==> src/rtl/pixel_capture.sv <==
// pixel_capture
//   Captures an 8-bit camera stream (RGB565, high byte first) framed by
//   fval_i/lval_i. It emits one expanded 8:8:8 pixel per byte pair, together
//   with its column/row position.
//
// Ports
//   clk_25      : single clock for all logic
//   reset       : asynchronous, active-low reset
//   fval_i      : frame-valid from the camera
//   lval_i      : line-valid from the camera (only meaningful while fval_i=1)
//   data_i[7:0] : camera byte
//   valid       : one-cycle pixel strobe, never high on two consecutive cycles
//   x_o, y_o    : pixel column / row (held while valid=0)
//   red_o, green_o, blue_o : expanded colour (held while valid=0)
//   frame_done  : one-cycle pulse when the frame ends
//   byte_err    : sticky odd-byte-count flag, cleared at the next frame start
module pixel_capture #(
  parameter logic [9:0] H_ACTIVE = 10'd640,
  parameter logic [9:0] V_ACTIVE = 10'd480
) (
  input  logic       clk_25,
  input  logic       reset,
  input  logic       fval_i,
  input  logic       lval_i,
  input  logic [7:0] data_i,
  output logic       valid,
  output logic [9:0] x_o,
  output logic [9:0] y_o,
  output logic [7:0] red_o,
  output logic [7:0] green_o,
  output logic [7:0] blue_o,
  output logic       frame_done,
  output logic       byte_err
);

  typedef enum logic [1:0] {S_IDLE, S_LINE, S_HI, S_LO} state_t;

  state_t     r_state;
  logic       r_fval_prev;
  logic       r_lval_prev;
  logic       r_fval_armed;
  logic [7:0] r_hi;
  logic [9:0] r_col;
  logic [9:0] r_row;
  logic       r_valid;
  logic [9:0] r_x;
  logic [9:0] r_y;
  logic [7:0] r_red;
  logic [7:0] r_green;
  logic [7:0] r_blue;
  logic       r_frame_done;
  logic       r_byte_err;

  logic        w_fval_rise;
  logic        w_fval_fall;
  logic        w_lval_fall;
  logic [15:0] w_pix;
  logic [4:0]  w_r5;
  logic [5:0]  w_g6;
  logic [4:0]  w_b5;
  logic [9:0]  w_col_inc;
  logic [9:0]  w_row_inc;

  // r_fval_armed is cleared by reset and only set once fval_i has been seen
  // low, so a frame already in progress at reset release is never joined
  // half-way through.
  assign w_fval_rise = r_fval_armed & ~r_fval_prev & fval_i;
  assign w_fval_fall = r_fval_prev & ~fval_i;
  assign w_lval_fall = r_lval_prev & ~lval_i;

  assign w_pix = {r_hi, data_i};
  assign w_r5  = w_pix[15:11];
  assign w_g6  = w_pix[10:5];
  assign w_b5  = w_pix[4:0];

  assign w_col_inc = (r_col == 10'h3FF) ? r_col : r_col + 10'd1;
  assign w_row_inc = (r_row == 10'h3FF) ? r_row : r_row + 10'd1;

  always_ff @(posedge clk_25 or negedge reset) begin
    if (!reset) begin
      r_state      <= S_IDLE;
      r_fval_prev  <= 1'b0;
      r_lval_prev  <= 1'b0;
      r_fval_armed <= 1'b0;
      r_hi         <= 8'd0;
      r_col        <= 10'd0;
      r_row        <= 10'd0;
      r_valid      <= 1'b0;
      r_x          <= 10'd0;
      r_y          <= 10'd0;
      r_red        <= 8'd0;
      r_green      <= 8'd0;
      r_blue       <= 8'd0;
      r_frame_done <= 1'b0;
      r_byte_err   <= 1'b0;
    end else begin
      r_fval_prev  <= fval_i;
      r_lval_prev  <= lval_i;
      if (!fval_i) begin
        r_fval_armed <= 1'b1;
      end
      r_valid      <= 1'b0;
      r_frame_done <= 1'b0;

      case (r_state)
        S_IDLE: begin
          if (w_fval_rise) begin
            r_state    <= S_LINE;
            r_row      <= 10'd0;
            r_byte_err <= 1'b0;
          end
        end

        default: begin
          if (w_fval_fall) begin
            // Frame end; a partial pixel is dropped. The line rules still
            // apply when lval_i falls on the same cycle.
            r_frame_done <= 1'b1;
            r_state      <= S_IDLE;
            if (w_lval_fall && (r_state != S_LINE)) begin
              r_row <= w_row_inc;
              if (r_state == S_LO) begin
                r_byte_err <= 1'b1;
              end
            end
          end else if (r_state == S_LINE) begin
            // The first byte of a line is consumed right here as the high
            // byte, so the next byte is already the low byte.
            if (lval_i) begin
              r_hi    <= data_i;
              r_col   <= 10'd0;
              r_state <= S_LO;
            end
          end else if (w_lval_fall) begin
            // Being in S_HI/S_LO implies at least one byte of this line.
            r_state <= S_LINE;
            r_row   <= w_row_inc;
            if (r_state == S_LO) begin
              r_byte_err <= 1'b1;
            end
          end else if (r_state == S_HI) begin
            r_hi    <= data_i;
            r_state <= S_LO;
          end else begin
            // S_LO: the pixel is complete. The S_LO -> S_HI -> S_LO cycle
            // guarantees at least one idle cycle between strobes.
            if ((r_col < H_ACTIVE) && (r_row < V_ACTIVE)) begin
              r_valid <= 1'b1;
              r_x     <= r_col;
              r_y     <= r_row;
              r_red   <= {w_r5, w_r5[4:2]};
              r_green <= {w_g6, w_g6[5:4]};
              r_blue  <= {w_b5, w_b5[4:2]};
            end
            r_col   <= w_col_inc;
            r_state <= S_HI;
          end
        end
      endcase
    end
  end

  assign valid      = r_valid;
  assign x_o        = r_x;
  assign y_o        = r_y;
  assign red_o      = r_red;
  assign green_o    = r_green;
  assign blue_o     = r_blue;
  assign frame_done = r_frame_done;
  assign byte_err   = r_byte_err;

endmodule
==> config.mk <==
export PLATFORM = sky130hd
export DESIGN_NAME = pixel_capture
export DESIGN_NICKNAME = d
export VERILOG_FILES = /design/src/rtl/pixel_capture.sv
export SDC_FILE = /design/constraint.sdc
export NUM_CORES = 1
export LEC_CHECK = 0
export ABC_AREA = 1
export BUFFER_PORTS_ARGS = -buffer_cell sky130_fd_sc_hd__buf_2
export CAP_MARGIN = 40
export CELL_PAD_IN_SITES_DETAIL_PLACEMENT = 0
export CELL_PAD_IN_SITES_GLOBAL_PLACEMENT = 2
export CORE_MARGIN = 5
export CORE_UTILIZATION = 34
export CTS_CLUSTER_SIZE = 16
export DETAILED_ROUTE_END_ITERATION = 8
export PLACE_DENSITY = 0.87
export SYNTH_ARGS = -nofsm -noshare
export SYNTH_HDL_FRONTEND = slang
export SYNTH_SLANG_ARGS = --single-unit
==> constraint.sdc <==
create_clock -name clk_25 -period 1.89 [get_ports clk_25]
set_input_delay 0.567 -clock clk_25 [delete_from_list [all_inputs] [get_ports clk_25]]
set_output_delay 0.567 -clock clk_25 [all_outputs]
set_load 0.005 [all_outputs]
== Word level (Yosys, flattened, before mapping) ==
Index checks and enable logic that the tools add are counted.
Storage, ports and cells
  word-level logic and storage cells: 93
  input port bits: 12
  flip-flop bits (word level): 80
Cells by class
  add/subtract/negate cells: 2
  reduce and logical (&&, ||, !) cells: 10
  multiplexer cells: 38
  bitwise operators: 12
  $lt $le $gt $ge: 2
  equal/unequal tests: 14
Operators with widths (number)
  10-bit 2-to-1 mux: 12
  8-bit 2-to-1 mux: 4
  10-bit by 1-bit adder with 10-bit output, second input constant: 2
  10-bit equality test, second input constant: 2
  1-bit 2-to-1 mux: 16
  2-bit 2-to-1 mux: 6
  6-bit AND reduction: 2
  10-bit < comparator, second input constant: 1
  10-bit by 9-bit < comparator with 1-bit output, second input constant: 1
  1-bit inverter: 8
  2-bit by 1-bit != test with 1-bit output, second input constant: 3
  2-bit != test, second input constant: 3
  5-bit AND reduction: 1
  1-bit AND: 4
  2-bit equality test, second input constant: 2
  4-bit by 3-bit != test with 1-bit output, second input constant: 1
  4-bit AND reduction: 1
  3-bit by 1-bit != test with 1-bit output, second input constant: 1
  3-bit by 2-bit != test with 1-bit output, second input constant: 1
  3-bit nonzero test: 1
  2-bit by 1-bit equality test with 1-bit output, second input constant: 1
  1-bit logical AND: 2
  2-bit zero test: 1
  2-bit AND reduction: 1
  2-bit nonzero test: 1

== Logic depth before layout (Yosys ltp) ==
  word-level depth: 8
  gate-level depth with buffers: 10

== Worst setup path after synthesis ==
Ideal clock, no wire load.
  path type: register -> register
  start point: register r_state[0]
  end point: register r_hi[4]
  setup time: 0.117 ns
  data arrival time: 1.467 ns
  buffers on the path: 1
  stages on the path, launching flop included: 10
  data required time: 1.773 ns
  slack: 0.306 ns
  path through: dfrtp_1 inv_1 ha_1 inv_2 nand2_1 nor2_4 nand3_2 buf_6 nand2_1 o21ai_2
Between the ends
  cells in the longest elaborated chain, start to end: 3
Ends and longest elaborated chain
  from (decl): RTL line 38  | state_t r_state;
  from (signal assigned): RTL line 81  | r_state <= S_IDLE;
  from (signal assigned): RTL line 108  | r_state <= S_LINE;
  from (signal assigned): RTL line 119  | r_state <= S_IDLE;
  2-bit by 1-bit equality test with 1-bit output (tied with other cells): RTL line 126  | end else if (r_state == S_LINE) begin
  2-bit by 1-bit != test with 1-bit output (no line) (tied with other cells)
  5-bit AND reduction (no line)
  to (signal assigned): RTL line 130  | r_hi <= data_i;
  to (signal assigned): RTL line 142  | r_hi <= data_i;
  to (decl): RTL line 42  | logic [7:0] r_hi;
Parallel ways exist; a longest one is shown, timed or not.
A chain may end at the register's enable or synchronous reset.

== Final worst setup path ==
  start point: register r_state[0]
  end point: register r_col[2]
Between the ends
  cells in the longest elaborated chain, start to end: 3
Ends and longest elaborated chain
  2-bit by 1-bit equality test with 1-bit output (tied with other cells): RTL line 126
  2-bit != test (no line) (tied with other cells)
  6-bit AND reduction (no line)
  to (signal assigned): RTL line 155  | r_col <= w_col_inc;
  to (decl): RTL line 43  | logic [9:0] r_col;
Parallel ways exist; a longest one is shown, timed or not.

==> flow_summary.json <==
{
  "drc": 0,
  "clkLatencyLatePin_ps": 340,
  "p_int_mw": 3.82,
  "finalCritPeriodShare_pct": 88.3,
  "overflow": 0,
  "synth_seq_cells": 72,
  "leakagePower_nw": 2.25,
  "worst_slew_pin_slew_ps": 391,
  "fp.coreArea_mm2": 0.0103,
  "die_x_um": 113,
  "critical_path_required_ps": 2170,
  "via_count": 2791,
  "slew_headroom_pct": 73.9,
  "clock_tree.root_cell": "clkbuf_8",
  "cts_hold_buf": 0,
  "yosys_warnings": 0,
  "seq_power_share_pct": 35.8,
  "antenna_found_initial": 0,
  "drtPass1Iterations": 6,
  "wl_per_cell_um": 12.7,
  "tritoncts": "built",
  "clockPowerShare_pct": 23.7,
  "final_nets": 491,
  "htreeDepth": 3,
  "max_freq_mhz": 599,
  "swShare_pct": 38.7,
  "mostFrequentLayoutCells": "nand2_1 (139), dfrtp_1 (72), buf_2 (58), nand3_1 (55), inv_1 (27)",
  "gr-usage-all-layers_pct": 12.9,
  "avgSynthCellArea_um2": 8.69,
  "nFillCells": 1070,
  "cts_setup_buffers": 0,
  "dieArea_mm2": 0.0127,
  "layout_commonest_cell": "nand2_1",
  "cts_sinks": 72,
  "cts_resized": 0,
  "synth_seq_area_share_pct": 50.3,
  "vdd_drop_max_mv": 0.732,
  "gp_congestion": 0.816,
  "status": "complete, no violations",
  "initial_core_util_pct": 34.8,
  "yosysUniqueCellTypes": 32,
  "use_met1_pct": 17.7,
  "drv_cap": 0,
  "fin_tns_setup_ps": 0,
  "post-route-min-period_ps": 1670,
  "wl_mm": 7.80,
  "area_growth_syn_to_layout_pct": 18.8,
  "setup_viol": 0,
  "grt_pass1_wl_mm": 13.4,
  "cp.arrival_ps": 1950,
  "clk_path_buf_depth": 2,
  "busiest_layer": "met2",
  "io_buffers": 58,
  "drt_iter0_markers": 205,
  "hold_class": "in -> async",
  "hold_viol_final": 0,
  "met2_usage_pct": 19.4,
  "multi_input_area_mm2": 0.00150,
  "ant_nets": 0,
  "grt_pass1_vias": 2734,
  "synth_area_mm2": 0.00358,
  "row_count": 37,
  "die_y_um": 113,
  "end_kind": "register",
  "vias_per_cell": 4.55,
  "start_kind": "register",
  "dp_hpwl_mm": 5.23,
  "rsz0062_at_grt": "false",
  "syn_inst": 412,
  "dp.cells": 597,
  "skew_ps": 9.40,
  "combPwrFrac_pct": 40.5,
  "fin_cells": 614,
  "p_sw_mw": 2.41,
  "cp_max_fo": 9,
  "p_per_area_mw_per_mm2": 1470,
  "antenna_cells": 0,
  "grtUsageMet3_pct": 2.70,
  "setup_ws_ps": 220,
  "worstSetupPathType": "reg -> reg",
  "clkTransAtPathRegs_ps": 80,
  "drv_slew": 0,
  "drive_gt1_share_pct": 26.8,
  "numCtsBuffers": 9,
  "io_pins": 59,
  "place_ws_ps": 29.3,
  "grt_max_degree": 73,
  "synth_fp_nets": 430,
  "register_area_mm2": 0.00180
}
-- metal layers --
metal | up-vias | part of all wire, %
met1 | 1304 | 50
li1 | 1435 | -
met2 | 48 | 45
met5 | - | 0
met4 | 0 | 0.44
met3 | 4 | 5.2
-- worst max-delay path, stage by stage (launching register included) --
cell,delay (ps)
dfrtp_1,400
inv_1,80
ha_2,230
inv_4,120
nand2_1,110
nor2_4,160
nand2_1,140
nor2_2,220
nand3_1,100
nand2_1,60
-- stage by stage --
step	hold WS, ps	area, um2	util (%)	power [mW]
after detailed placement	454	4000	38.9	4.80
after CTS	246	4240	41.2	6.31
after global placement	449	4000	38.9	4.75
final	240	4250	41.4	6.24
after global routing	277	4250	41.4	6.77
after floorplan	271	3580	-	4.12
-- cells in the mapped netlist (all sizes together) --
| library cell | n | area [um2] |
|---|---|---|
| a21boi | 1 | 7.51 |
| a21oi | 2 | 10.0 |
| a22oi | 1 | 7.51 |
| buf | 22 | 183 |
| clkbuf | 1 | 3.75 |
| dfrtp | 72 | 1800 |
| ha | 6 | 75.1 |
| inv | 29 | 109 |
| nand2 | 154 | 637 |
| nand3 | 57 | 295 |
| nand3b | 2 | 15.0 |
| nand4 | 5 | 31.3 |
| nor2 | 25 | 160 |
| nor3 | 1 | 5.00 |
| nor3b | 1 | 7.51 |
| o21ai | 24 | 154 |
| o22ai | 1 | 6.26 |
| xnor2 | 3 | 26.3 |
| xor2 | 5 | 43.8 |
-- power by group through the flow --
stage	sequential, mW	combinational, mW	clock [mW]
2_1_floorplan	2.26	1.86	0
3_3_place_gp	2.24	2.51	0
3_5_place_dp	2.26	2.53	0
4_1_cts	2.24	2.54	1.53
5_1_grt	2.30	2.87	1.60
6_report	2.23	2.53	1.48
-- cell families (layout without fill, tap and decap cells) --
family          Yosys count  in the layout  share of synthesized area (%)
xor+xnor                  8              8                           1.96
simple gates            245            246                           32.2
fa+ha+maj                 6              6                           2.10
buf+inv                  52            117                           8.25
flops                    72             72                           50.3
compound gates           29             29                           5.18
-- sequential cells by signal (all words and copies together) (netlist names), 2 cells and up --
signal   count
red_o        5
y_o         10
r_row       10
x_o         10
blue_o       5
r_col       10
r_state      2
r_hi         8
green_o      6
-- worst paths after layout --
check / startpoint / to / slack [ps] / depth (start not counted)
setup / recovery: r_state[0] / r_col[2] / 220 / 9
hold / removal: reset / y_o[2] / 240 / 2
setup reg to reg: r_state[0] / r_col[2] / 220 / 9
hold reg to reg: y_o[3] / y_o[3] / 470 / 2
max in group asynchronous: reset / x_o[8] / 1340 / 2
min in group clk_25: lval_i / r_lval_prev / 350 / 1
-- final cells by class --
class                   instances  share of cell area, %
flip-flops and latches         72                   42.4
multi-input cells             289                   35.2
repair buffers                 72                   10.2
well taps                     136                   4.00
clock buffers                   9                   2.91
clock inverters                 7                   2.77
inverters                      29                   2.62
Power figures use the tool's default switching activity.
